`config.mk`:
```
export PLATFORM = sky130hd
export DESIGN_NAME = rgb_encoder
export DESIGN_NICKNAME = d
export VERILOG_FILES = /design/src/rtl/rgb_code_pkg.sv /design/src/rtl/sync_2ff.sv /design/src/rtl/rgb_encoder.sv
export SDC_FILE = /design/constraint.sdc
export NUM_CORES = 1
export LEC_CHECK = 0
export BUFFER_PORTS_ARGS = -buffer_cell sky130_fd_sc_hd__buf_4
export CAP_MARGIN = 0
export CORE_MARGIN = 2
export CORE_UTILIZATION = 50
export CTS_CLUSTER_DIAMETER = 60
export CTS_CLUSTER_SIZE = 10
export DETAILED_ROUTE_END_ITERATION = 7
export PLACE_DENSITY = 0.77
export SKIP_LAST_GASP = 1
export SLEW_MARGIN = 20
export SYNTH_ARGS = -nofsm -noshare
export SYNTH_HDL_FRONTEND = slang
export SYNTH_SLANG_ARGS = --single-unit
```
`constraint.sdc`:
```
create_clock -name clk -period 2.8 [get_ports clk]
set_clock_uncertainty 0.15 [all_clocks]
set_input_delay 0.56 -clock clk [delete_from_list [all_inputs] [get_ports clk]]
set_output_delay 0.56 -clock clk [all_outputs]
set_load 0.1 [all_outputs]
```
`src/rtl/rgb_code_pkg.sv`:
```
// Shared colour-code definitions for the RGB decoder and encoder: legal
// patterns, 2-bit codes, encoder FSM states and the pattern-to-code mapping.
package rgb_code_pkg;

    localparam logic [2:0] RGB_C0 = 3'b111;
    localparam logic [2:0] RGB_C1 = 3'b100;
    localparam logic [2:0] RGB_C2 = 3'b010;
    localparam logic [2:0] RGB_C3 = 3'b110;

    localparam logic [1:0] CODE_0 = 2'b00;
    localparam logic [1:0] CODE_1 = 2'b01;
    localparam logic [1:0] CODE_2 = 2'b10;
    localparam logic [1:0] CODE_3 = 2'b11;

    typedef enum logic {
        IDLE   = 1'b0,
        SETTLE = 1'b1
    } enc_state_t;

    typedef struct packed {
        logic       legal;
        logic [1:0] code;
    } rgb_dec_t;

    // Illegal patterns return legal=0 with a don't-care code of 00.
    function automatic rgb_dec_t rgb_to_code(input logic [2:0] pat);
        rgb_dec_t res;
        res.legal = 1'b1;
        res.code  = CODE_0;
        case (pat)
            RGB_C0:  res.code = CODE_0;
            RGB_C1:  res.code = CODE_1;
            RGB_C2:  res.code = CODE_2;
            RGB_C3:  res.code = CODE_3;
            default: res.legal = 1'b0;
        endcase
        return res;
    endfunction

endpackage

```
`src/rtl/sync_2ff.sv`:
```
// Two-flop synchroniser for a bus of independent asynchronous bits.
module sync_2ff #(
    parameter int               WIDTH   = 1,
    parameter logic [WIDTH-1:0] RST_VAL = '0
) (
    input  logic             clk,
    input  logic             rst,
    input  logic [WIDTH-1:0] d,
    output logic [WIDTH-1:0] q
);

    logic [WIDTH-1:0] meta_reg;
    logic [WIDTH-1:0] sync_reg;

    generate
        for (genvar gi = 0; gi < WIDTH; gi++) begin : g_bit
            always_ff @(posedge clk or posedge rst) begin
                if (rst) begin
                    meta_reg[gi] <= RST_VAL[gi];
                    sync_reg[gi] <= RST_VAL[gi];
                end else begin
                    meta_reg[gi] <= d[gi];
                    sync_reg[gi] <= meta_reg[gi];
                end
            end
        end
    endgenerate

    assign q = sync_reg;

endmodule

```
`src/rtl/rgb_encoder.sv`:
```
// Synchronises and debounces a 3-bit RGB pin pattern and converts each newly
// accepted pattern into its 2-bit colour code, flagging illegal patterns.
module rgb_encoder
    import rgb_code_pkg::*;
#(
    parameter int DEBOUNCE_CYCLES = 16,
    parameter int CNT_W           = $clog2(DEBOUNCE_CYCLES + 1)
) (
    input  logic       clk,
    input  logic       rst,
    input  logic [2:0] rgb_in,
    output logic [1:0] code,
    output logic       code_valid,
    output logic       code_err,
    output logic       busy
);

    // Final count before acceptance: cnt+1 == DEBOUNCE_CYCLES.
    localparam logic [CNT_W-1:0] CNT_LAST = CNT_W'(DEBOUNCE_CYCLES - 1);
    localparam logic [CNT_W-1:0] CNT_ONE  = CNT_W'(1);

    logic [2:0]       s;
    enc_state_t       state_reg, state_next;
    logic [2:0]       cand_reg, cand_next;
    logic [CNT_W-1:0] cnt_reg, cnt_next;
    logic [2:0]       acc_pat_reg, acc_pat_next;
    logic [1:0]       code_reg, code_next;
    logic             code_valid_reg, code_valid_next;
    logic             code_err_reg, code_err_next;
    rgb_dec_t         cand_dec;

    sync_2ff #(
        .WIDTH   (3),
        .RST_VAL (RGB_C0)
    ) u_sync (
        .clk (clk),
        .rst (rst),
        .d   (rgb_in),
        .q   (s)
    );

    assign cand_dec = rgb_to_code(cand_reg);

    always_comb begin
        state_next      = state_reg;
        cand_next       = cand_reg;
        cnt_next        = cnt_reg;
        acc_pat_next    = acc_pat_reg;
        code_next       = code_reg;
        code_valid_next = 1'b0;
        code_err_next   = code_err_reg;
        case (state_reg)
            IDLE: begin
                if (s != acc_pat_reg) begin
                    cand_next  = s;
                    cnt_next   = CNT_ONE;
                    state_next = SETTLE;
                end
            end
            SETTLE: begin
                if (s == acc_pat_reg) begin
                    state_next = IDLE;
                end else if (s != cand_reg) begin
                    cand_next = s;
                    cnt_next  = CNT_ONE;
                end else if (cnt_reg == CNT_LAST) begin
                    acc_pat_next = cand_reg;
                    state_next   = IDLE;
                    if (cand_dec.legal) begin
                        code_next       = cand_dec.code;
                        code_valid_next = 1'b1;
                        code_err_next   = 1'b0;
                    end else begin
                        // code holds its last legal value while the error is flagged
                        code_err_next = 1'b1;
                    end
                end else begin
                    cnt_next = cnt_reg + CNT_ONE;
                end
            end
            default: state_next = IDLE;
        endcase
    end

    always_ff @(posedge clk or posedge rst) begin
        if (rst) begin
            state_reg      <= IDLE;
            cand_reg       <= RGB_C0;
            cnt_reg        <= '0;
            acc_pat_reg    <= RGB_C0;
            code_reg       <= CODE_0;
            code_valid_reg <= 1'b0;
            code_err_reg   <= 1'b0;
        end else begin
            state_reg      <= state_next;
            cand_reg       <= cand_next;
            cnt_reg        <= cnt_next;
            acc_pat_reg    <= acc_pat_next;
            code_reg       <= code_next;
            code_valid_reg <= code_valid_next;
            code_err_reg   <= code_err_next;
        end
    end

    assign code       = code_reg;
    assign code_valid = code_valid_reg;
    assign code_err   = code_err_reg;
    assign busy       = (state_reg == SETTLE);

endmodule

```
After elaboration in Yosys (flattened, before gate mapping)
Index checks and enable logic that the tools add are counted.
{"block": "totals", "ff_bits": 22, "in_bits": 5, "output_inout_bits": 5, "word_cells": 56}
{"block": "classes", "addsub": 1, "eq_ne": 12, "mux": 22, "bitwise_logic": 3, "reduce_logical": 5}
{"operator": "5-bit two-way mux", "count": 4}
{"operator": "1-bit two-way mux", "count": 11}
{"operator": "5-bit one-hot mux with 2 select lines", "count": 1}
{"operator": "3-bit == test (second input constant)", "count": 3}
{"operator": "3-bit two-way mux", "count": 3}
{"operator": "3-bit != test", "count": 2}
{"operator": "2-bit one-hot mux with 3 select lines", "count": 1}
{"operator": "3-bit one-hot mux with 2 select lines", "count": 1}
{"operator": "3-bit AND reduction", "count": 2}
{"operator": "5-bit by 1-bit adder with 5-bit output (second input constant)", "count": 1}
{"operator": "5-bit by 4-bit == test with 1-bit output (second input constant)", "count": 1}
{"operator": "5-bit AND reduction", "count": 1}
{"operator": "2-bit != test (second input constant)", "count": 2}
{"operator": "4-bit AND reduction", "count": 1}
{"operator": "4-bit OR reduction", "count": 1}
{"operator": "3-bit by 2-bit == test with 1-bit output (second input constant)", "count": 1}
{"operator": "3-bit == test", "count": 1}
{"operator": "3-bit != test (second input constant)", "count": 1}
{"operator": "1-bit NOT", "count": 3}
{"operator": "2-bit by 1-bit != test with 1-bit output (second input constant)", "count": 1}
{"operator": "1-bit one-hot mux with 2 select lines", "count": 1}

Logic depth before layout (Yosys ltp)
Gate-level depths: netlist of run 1.
{"block": "logic_depth", "word_depth": 8, "depth_mapped": 7, "mapped_depth_nobuf": 7}

Cells and area by module
Synthesis of run 1 repeated with hierarchy kept, for this count alone.
{"block": "unflattened", "cells_unflattened": 79, "area_unflattened_um2": 967.2}
{"mod": "rgb_encoder", "instances": 1, "cells_per_inst": 72, "area_each_um2": 805.8, "seq_area_each_um2": 407.9}
{"mod": "sync_2ff", "instances": 1, "cells_per_inst": 7, "area_each_um2": 161.4, "seq_area_each_um2": 157.7}

Worst setup path before layout of run 1
OpenSTA, ideal clock, no wires.
{"block": "synth_path", "path_kind": "register -> register", "start": "register state_reg (netlist: busy)", "end": "register acc_pat_reg[1]", "setup_ns": 0.082, "t_arrival_ns": 1.779, "required_ns": 2.568, "setup_slack_ns": 0.789, "path_stages_with_launch": 5, "path_buffers": 0, "path_cell_list": "dfrtp_1 nand2_1 nand4b_2 nand2b_4 mux2_4"}
{"block": "synth_between", "elab_chain_len": 1}
{"item": "start: declaration", "line_no": "rgb_encoder.sv:23", "source": "enc_state_t state_reg, state_next;"}
{"item": "start signal: assignment", "line_no": "rgb_encoder.sv:95", "source": "state_reg <= state_next;"}
{"item": "4-bit AND reduction (no line)"}
{"item": "end signal: assignment", "line_no": "rgb_encoder.sv:98", "source": "acc_pat_reg <= acc_pat_next;"}
{"item": "end: declaration", "line_no": "rgb_encoder.sv:26", "source": "logic [2:0] acc_pat_reg, acc_pat_next;"}
Every way passes these cells.
A chain may end at the register's enable or synchronous reset.

Worst setup path after layout of run 1
{"block": "layout_path", "start": "register cnt_reg[0]", "end": "register code_err_reg (netlist: code_err)"}
{"block": "layout_between", "elab_chain_len": 2}
{"item": "start: declaration", "line_no": "rgb_encoder.sv:25", "source": "logic [CNT_W-1:0] cnt_reg, cnt_next;"}
{"item": "start signal: assignment", "line_no": "rgb_encoder.sv:97", "source": "cnt_reg <= cnt_next;"}
{"item": "5-bit by 4-bit == test with 1-bit output", "line_no": "rgb_encoder.sv:66", "source": "end else if (cnt_reg == CNT_LAST) begin"}
{"item": "4-bit AND reduction (no line)"}
{"item": "end signal: assignment", "line_no": "rgb_encoder.sv:101", "source": "code_err_reg <= code_err_next;"}
{"item": "end: declaration", "line_no": "rgb_encoder.sv:29", "source": "logic code_err_reg, code_err_next;"}
Every way passes these cells.

==> flow_summary.ini, run 1 <==
[pwr]
ir_drop_v = 0.000373
leakage_nw = 0.500
powerDensity_nw_per_um2 = 501

[timing]
slew_viol_final = 0
slew_headroom_pct = 50.1
max_freq_ghz = 0.466
period_minus_slack_ps = 2140
rsz0062_at_grt = no
setup_viol = 0
final.period_utilization_pct = 76.6
fin_setup_tns_ps = 0
hold_viol_final = 0
worst_pin_slew_ps = 748

[cts]
ctsResizeCount = 0
htreeDepth = 1
hold_buffers = 0
clk_pin_slew_ps = 110
clk_path_buf_depth = 2
postCtsSetupRepairBufs = 0
cts_sinks = 22
cts_buffers = 3
ctsRootBufferMaster = clkbuf_4
clock_latency_ps = 300
cts_tree = yes

[routing]
first_pass_iters = 4
drt_iter0_drc = 11
vias = 639
totalWireLength_microns = 1490
final_antenna_net_count = 0
wl_per_cell_microns = 12.5
via_per_inst = 5.37
drc = 0

[global_routing]
grt_pass1_wl_microns = 2460
antenna_found_initial = 0
grt_pass1_vias = 584
grt_overflow_total = 0
grt_max_degree = 23
gr-usage-all-layers_pct = 16.1

[critical_path]
critPathLaunchType = flip-flop
crit_fanout = 7
end_kind = flip-flop
cp_data_arrival_time_ps = 2190
crit_type = reg -> reg
regToRegSetupSlack_ps = 660
required_ps = 2840

[synthesis]
ys_ff_latch = 22
ys_seq_area_share_pct = 58.9
avgSynthCellArea_sq_um = 11.7
synthDominantCellAreaShare_pct = 32.8
synthCells = 82
yosysTopAreaCell = dfstp_2
yosysUniqueCellTypes = 23
syn-num-nets = 89
synth_area_leaders = dfstp_2, dfrtp_1, xnor2_1
syn_area_sq_um = 961
ys_warn_count = 0

[floorplan]
ios = 10
start_util_pct = 54.5
rows = 15
die_h_microns = 47.8
core-area_sq_um = 1760
die_w_microns = 47.8
dieArea_sq_um = 2290

[placed_design]
gp_congestion = 0.904
dp.cells = 115
dp_hpwl_microns = 1140
port_buffers = 9

[flow_run]
maxCapViolCount = 0

[final_layout]
layout_common_cells = nand2_1, dfstp_2, o21ai_0, dfrtp_1, buf_4
final_core_utilization_pct = 61.3
antenna_cells_inserted = 0
largest_register_ff_count = 5
final_cells = 119
layout-drive-gt1-share_pct = 30.9
final_common_cell = nand2_1
area_growth_pct = 12.5
nNetsFinal = 102

[worst_hold_path]
hold_class = in -> reg

[run_status]
outcome = complete, no violations
## kinds of logic after synthesis
| family | share of synthesized area [%] |
|---|---|
| multiplexers | 3.13 |
| XOR/XNOR | 5.47 |
| AO/OA/AOI/OAI | 12.0 |
| buffers and inverters | 2.47 |
| AND/OR/NAND/NOR | 15.5 |
| flip-flops | 58.9 |
| adder cells (fa/ha/maj) | 2.60 |
## synthesized netlist by cell type (all sizes together)
| master | n |
|---|---|
| nand2 | 13 |
| dfstp | 12 |
| dfrtp | 10 |
| o21ai | 10 |
| xnor2 | 6 |
| inv | 5 |
| a21oi | 3 |
| a22o | 3 |
| and3 | 2 |
| ha | 2 |
| mux2 | 2 |
| nand4b | 2 |
| nor2b | 2 |
| o31ai | 2 |
| a211o | 1 |
| buf | 1 |
| nand2b | 1 |
| nand3 | 1 |
| nand4 | 1 |
| nor2 | 1 |
| nor3 | 1 |
| nor4 | 1 |
## cell type report
type                            count  area (sq um)
Multi-Input combinational cell     54           372
Tap cell                           25          31.3
Clock buffer                        4          26.3
Fill cell                         167           683
Inverter                            5          18.8
Timing Repair Buffer                9          67.6
Sequential cell                    22           566
## per-layer routing
metal	share of wire (%)	up-vias	track usage, %
met5	0	-	0
met4	5.0	0	13.0
met3	4.1	11	3.02
met2	45	22	24.3
met1	45	296	19.9
li1	-	310	-
## through the flow
step           cell area (sq um)  hold slack (ps)  setup WS, ps  power, mW
2_1_floorplan                961              195           789      0.388
3_3_place_gp                1050              196           797      0.401
6_report                    1080              198           656      0.542
4_1_cts                     1080              191           701      0.546
5_1_grt                     1080              181           557      0.567
3_5_place_dp                1050              197           726      0.403
## where the power goes
part / total [mW] / leakage [nW] / switching (mW) / internal, mW
clock: 0.144 / 0.0150 / 0.0887 / 0.0556
sequential: 0.346 / 0.256 / 0.0105 / 0.336
combinational: 0.0514 / 0.230 / 0.0326 / 0.0188
## worst max-delay path, stage by stage (launching register included)
cell and delay, ps:
dfrtp_1 400, ha_1 180, and3_1 170, ha_1 250
nand2_1 70, nand4b_2 280, nand2b_4 230, o21ai_0 300
## final timing paths
path | to | cells after the start | startpoint
min in group asynchronous | cnt_reg[0] | 2 | rst
max in group asynchronous | code_valid | 2 | rst
max reg2reg | code_err | 7 | cnt_reg[0]
max | code_err | 7 | cnt_reg[0]
min | u_sync.meta_reg[0] | 1 | rgb_in[0]
min reg2reg | u_sync.q[1] | 0 | u_sync.meta_reg[1]
Power figures use the tool's default switching activity.
==> run 2: changes to the inputs <==
==> constraint.sdc (replaced) <==
create_clock -name clk -period 2.2 [get_ports clk]
set_clock_uncertainty 0.15 [all_clocks]
set_input_delay 0.44 -clock clk [delete_from_list [all_inputs] [get_ports clk]]
set_output_delay 0.44 -clock clk [all_outputs]
set_load 0.1 [all_outputs]
==> run 2 against run 1 <==
  * Sequential cell count did not move
  * Sequential share of layout area fell by 1.4 points
  * Wire length rose by 10%
  * Design area rose by 2.7%
  * Via count did not move
  * Clock power rose by 31%
  * Worst setup slack got worse by 490 ps
  * Worst hold slack got worse by 130 ps
  * Largest cell class unchanged
==> flow_summary.ini, run 2 (synthesis gave the netlist of run 1 again) <==
[run_status]
outcome = complete, no violations

[final_layout]
layout-drive-gt1-share_pct = 32.3
final_core_utilization_pct = 62.9
largest_register_ff_count = 5
area_growth_pct = 15.5
nNetsFinal = 104
layout_common_cells = nand2_1, dfstp_2, o21ai_0, dfrtp_1, buf_4
final_common_cell = nand2_1
antenna_cells_inserted = 0

[timing]
rsz0062_at_grt = no
setup_viol = 0
fin_setup_tns_ps = 0
final.period_utilization_pct = 92.4
max_freq_ghz = 0.492
hold_viol_final = 0
slew_headroom_pct = 74.1
period_minus_slack_ps = 2030
slew_viol_final = 0
worst_pin_slew_ps = 385

[floorplan]
die_w_microns = 47.8
die_h_microns = 47.8
start_util_pct = 54.5
dieArea_sq_um = 2290
rows = 15
core-area_sq_um = 1760
ios = 10

[critical_path]
regToRegSetupSlack_ps = 170
timing.rr.end = acc_pat_reg[1]
critPathLaunchType = flip-flop
crit_start = cnt_reg[0]
crit_type = reg -> reg
cp_data_arrival_time_ps = 2130
slowest_delay_ps = 420
critPathSlowestCell = dfrtp_1
crit_fanout = 7
required_ps = 2300
crit_path_cell_trace = ha_1 -> and3_1 -> ha_2 -> nand2_1 -> nand4b_4 -> nand2b_4 -> mux2_4
end_kind = flip-flop
r2r_start = cnt_reg[0]
worstRegToRegCells = 7

[routing]
via_per_inst = 5.28
vias = 639
final_antenna_net_count = 0
first_pass_iters = 4
drc = 0
wl_per_cell_microns = 13.6
totalWireLength_microns = 1640
drt_iter0_drc = 10

[cts]
htreeDepth = 1
cts_buffers = 3
clk_path_buf_depth = 2
clk_pin_slew_ps = 120
clock_latency_ps = 310
cts_tree = yes
ctsRootBufferMaster = clkbuf_4
cts_sinks = 22
postCtsSetupRepairBufs = 0

[pwr]
clock_power_share_pct = 26.9
pwr-share-seq_pct = 62.9
netSwitchingFraction_pct = 25.3
internal_power_uw = 524
leakage_nw = 0.517
ir_drop_v = 0.000352
share_comb_of_total_power_pct = 10.2
powerDensity_nw_per_um2 = 633
switchingPower_uw = 178

[worst_hold_path]
hold_path_end = u_sync.meta_reg[0]
hold_class = in -> reg
whs_path_depth = 1
worstHoldStart = rgb_in[0]

[global_routing]
antenna_found_initial = 0
grt_overflow_total = 0
grt_max_degree = 23
grt_pass1_vias = 600
gr-usage-all-layers_pct = 17.8
grt_pass1_wl_microns = 2680

[flow_run]
maxCapViolCount = 0

[placed_design]
gp_congestion = 0.900
dp_hpwl_microns = 1190
port_buffers = 9
## run 2: changes by cell type in the layout (fill, tap and decap cells not counted), sizes merged
cell / change
dlygate4sd3: +1
buf: +1
## run 2: worst max-delay path: cells and delay by family, from the launching register on
family | cells | cell delay, ps
AND/OR/NAND/NOR | 4 | 670
flip-flops | 1 | 420
adder cells (fa/ha/maj) | 2 | 420
multiplexers | 1 | 310
## run 2: area by class of cell
class	count	area, sq um
multi-input combinational	54	383
fill	148	654
clock buffer	4	26.3
sequential	22	566
inverter	5	18.8
timing repair buffer	11	85.1
tap	25	31.3
## run 2: metal layers
layer	global-route usage, %	wire length, microns	vias to the layer above	part of all wire [%]
met3	3.77	72	7	4.4
met4	11.4	59	0	3.6
li1	-	-	313	-
met5	0	0	-	0
met2	26.7	766	23	47
met1	23.2	742	296	45
## run 2: through the flow
| stage | hold slack (ps) | total power, mW | setup WS [ps] | instances | area (sq um) |
|---|---|---|---|---|---|
| 2_1_floorplan | 195 | 0.494 | 189 | 82 | 961 |
| 3_3_place_gp | 196 | 0.512 | 197 | 116 | 1060 |
| 3_5_place_dp | 197 | 0.516 | 83.1 | 116 | 1060 |
| 4_1_cts | 69.3 | 0.703 | 58.5 | 121 | 1100 |
| 5_1_grt | 54.0 | 0.735 | 97.8 | 121 | 1110 |
| 6_report | 70.3 | 0.702 | 168 | 121 | 1110 |
## run 2: power groups by stage
stage / clock network, mW / registers [mW] / logic [mW]
2_1_floorplan: 0 / 0.450 / 0.0447
3_3_place_gp: 0 / 0.447 / 0.0651
3_5_place_dp: 0 / 0.448 / 0.0677
4_1_cts: 0.192 / 0.442 / 0.0692
5_1_grt: 0.211 / 0.443 / 0.0802
6_report: 0.189 / 0.442 / 0.0715
## run 2: worst max path at each step
stage                                 to  slack, ps  cells after the start
after detailed placement  acc_pat_reg[1]         80                      7
after CTS                 acc_pat_reg[2]         60                      7
after global placement    acc_pat_reg[1]        200                      7
after global routing      acc_pat_reg[1]        100                      7
final                     acc_pat_reg[1]        170                      7
after floorplan           acc_pat_reg[1]        190                      4
## run 2: timing repair
| item | CTS | global route |
|---|---|---|
| resized for setup | 0 | 2 |
| endpoints found under the hold margin | 6 | 0 |
| setup endpoints to repair | 0 | 4 |
| hold buffers | 1 | 0 |
==> run 3: changes to the inputs <==
--- a/config.mk
+++ b/config.mk
@@ -5,6 +5,7 @@
 export SDC_FILE = /design/constraint.sdc
 export NUM_CORES = 1
 export LEC_CHECK = 0
+export ABC_AREA = 1
 export BUFFER_PORTS_ARGS = -buffer_cell sky130_fd_sc_hd__buf_4
 export CAP_MARGIN = 0
 export CORE_MARGIN = 2
==> run 3 against run 2 <==
  * Via count up 20%
  * Sequential share of layout area shrank 1.9 points
  * Synthesized area increased by 8.3%
  * Largest power group unchanged
  * Highest routed layer unchanged
==> flow_summary.ini, run 3 <==
[timing]
hold_viol_final = 0
fin_ws_ps = 419
slew_viol_final = 0
max_freq_ghz = 0.562
slew_headroom_pct = 82.2
final.period_utilization_pct = 81.0
fin_setup_tns_ps = 0
rsz0062_at_grt = no
setup_viol = 0
period_minus_slack_ps = 1780
worst_pin_slew_ps = 267

[floorplan]
core-area_sq_um = 1960
ios = 10
dieArea_sq_um = 2460
rows = 16
die_h_microns = 49.6
die_w_microns = 49.6
start_util_pct = 53.1

[pwr]
leakage_nw = 0.579
clock_power_share_pct = 22.9
ir_drop_v = 0.000393
netSwitchingFraction_pct = 28.7
share_comb_of_total_power_pct = 16.4
powerDensity_nw_per_um2 = 678
switchingPower_uw = 224
internal_power_uw = 558
pwr-share-seq_pct = 60.7

[routing]
via_per_inst = 4.93
vias = 764
final_antenna_net_count = 0
first_pass_iters = 4
wl_per_cell_microns = 11.0
drt_iter0_drc = 16
totalWireLength_microns = 1700
drc = 0

[cts]
cts_tree = yes
htreeDepth = 1
hold_buffers = 0
clock_latency_ps = 300
ctsResizeCount = 0
clk_path_buf_depth = 2
cts_buffers = 3
ctsRootBufferMaster = clkbuf_4
cts_sinks = 22
postCtsSetupRepairBufs = 0
clk_pin_slew_ps = 110

[final_layout]
area_growth_pct = 10.8
largest_register_ff_count = 5
layout_common_cells = nand2_1, nand3_1, inv_1, dfstp_2
fillerInstances = 180
final_common_cell = nand2_1
antenna_cells_inserted = 0
final_cells = 155
nNetsFinal = 136
final_core_utilization_pct = 58.8
layout-drive-gt1-share_pct = 27.3
stdcell_area_sq_um = 1150

[global_routing]
grt_pass1_vias = 716
grt_pass1_wl_microns = 3070
gr-usage-all-layers_pct = 16.9
antenna_found_initial = 0
grt_overflow_total = 0
grt_max_degree = 23

[synthesis]
yosys_most_used_dff = dfstp_2
synthCells = 116
yosysUniqueCellTypes = 22
synth_area_leaders = dfstp_2, dfrtp_1, nand2_1
synthDominantCellAreaShare_pct = 30.3
synth_common_cells = nand2_1, nand3_1, dfstp_2, inv_1, dfrtp_1
avgSynthCellArea_sq_um = 8.97
syn-num-nets = 123
ys_seq_area_share_pct = 54.3
synth_most_common_cell = nand2_1
yosysTopAreaCell = dfstp_2
synth_enable_flop_cells = 0
synth-async-reset-ratio_pct = 100
ys_warn_count = 0
syn_area_sq_um = 1040
ys_ff_latch = 22

[critical_path]
critPathLaunchType = flip-flop
end_kind = flip-flop
required_ps = 2280
crit_type = reg -> reg
crit_fanout = 7
cp_data_arrival_time_ps = 1870

[placed_design]
post_dp_cell_area_sq_um = 1130
dp.cells = 151
port_buffers = 9
gp_congestion = 0.828
dp_hpwl_microns = 1330
dp_slack_ps = 438

[worst_hold_path]
hold_class = in -> async

[flow_run]
maxCapViolCount = 0

[run_status]
outcome = complete, no violations
[run 3: cell count changes in the layout (fill, tap and decap cells not counted), sizes merged, moves of 2 or more]
cell and change:
nand4b -2, a21oi -3, xor2 +2, nand4 +2, xnor2 -5, mux2 -2
nor2b -2, nor2 +3, inv +9, o31ai -2, o21ai -3, nand3 +13
nand2 +29, a22o -3
[run 3: critical path, stage by stage (launching register included)]
cell and delay [ps]:
dfrtp_1 420, ha_1 230, and3_1 190, ha_1 190, inv_1 160, nand2_4 100, or2_0 210, nand3_1 70
[run 3: layer usage]
| metal | wire, microns | up-vias | track usage, % |
|---|---|---|---|
| li1 | - | 389 | - |
| met1 | 773 | 360 | 20.1 |
| met2 | 827 | 11 | 27.3 |
| met3 | 71 | 4 | 6.36 |
| met4 | 27 | 0 | 6.94 |
| met5 | 0 | - | 0 |
[run 3: through the flow]
step / total power [mW] / hold WS [ps]
3_3_place_gp: 0.604 / 196
6_report: 0.782 / 20.0
5_1_grt: 0.837 / 28.6
4_1_cts: 0.792 / 25.8
2_1_floorplan: 0.582 / 195
3_5_place_dp: 0.609 / 200
[run 3: cell families after synthesis]
family / Yosys count / synth area share, %
DFF: 22 / 54.3
xor gates and xnor gates: 3 / 2.52
and+or+nand+nor: 66 / 30.2
adders and majority gates: 2 / 2.40
buffers and inverters: 16 / 7.21
AOI/OAI and AO/OA: 7 / 3.37
[run 3: worst paths after layout]
check | startpoint | to | slack (ps) | cells past startpoint
setup reg to reg | cnt_reg[0] | cnt_reg[0] | 420 | 7
min in group clk | rgb_in[1] | u_sync.meta_reg[1] | 90 | 1
hold / removal | rst | cnt_reg[1] | 20 | 3
max in group asynchronous | rst | u_sync.q[1] | 1600 | 3
hold reg to reg | u_sync.meta_reg[0] | u_sync.q[0] | 210 | 0
setup / recovery | cnt_reg[0] | cnt_reg[0] | 420 | 7
[run 3: final cells by class]
type                            instances  area [sq um]  area share [%]
Sequential cell                        22           566            49.0
Multi-Input combinational cell         78           400            34.7
Timing Repair Buffer                   10          75.1            6.51
Inverter                               14          52.6            4.56
Tap cell                               27          33.8            2.93
Clock buffer                            4          26.3            2.28
[run 3: power groups by stage]
stage | combinational [mW] | clock [mW] | sequential [mW]
after floorplan | 0.106 | 0 | 0.476
after global placement | 0.125 | 0 | 0.479
after detailed placement | 0.129 | 0 | 0.480
after CTS | 0.130 | 0.188 | 0.474
after global routing | 0.150 | 0.210 | 0.477
final | 0.128 | 0.179 | 0.475
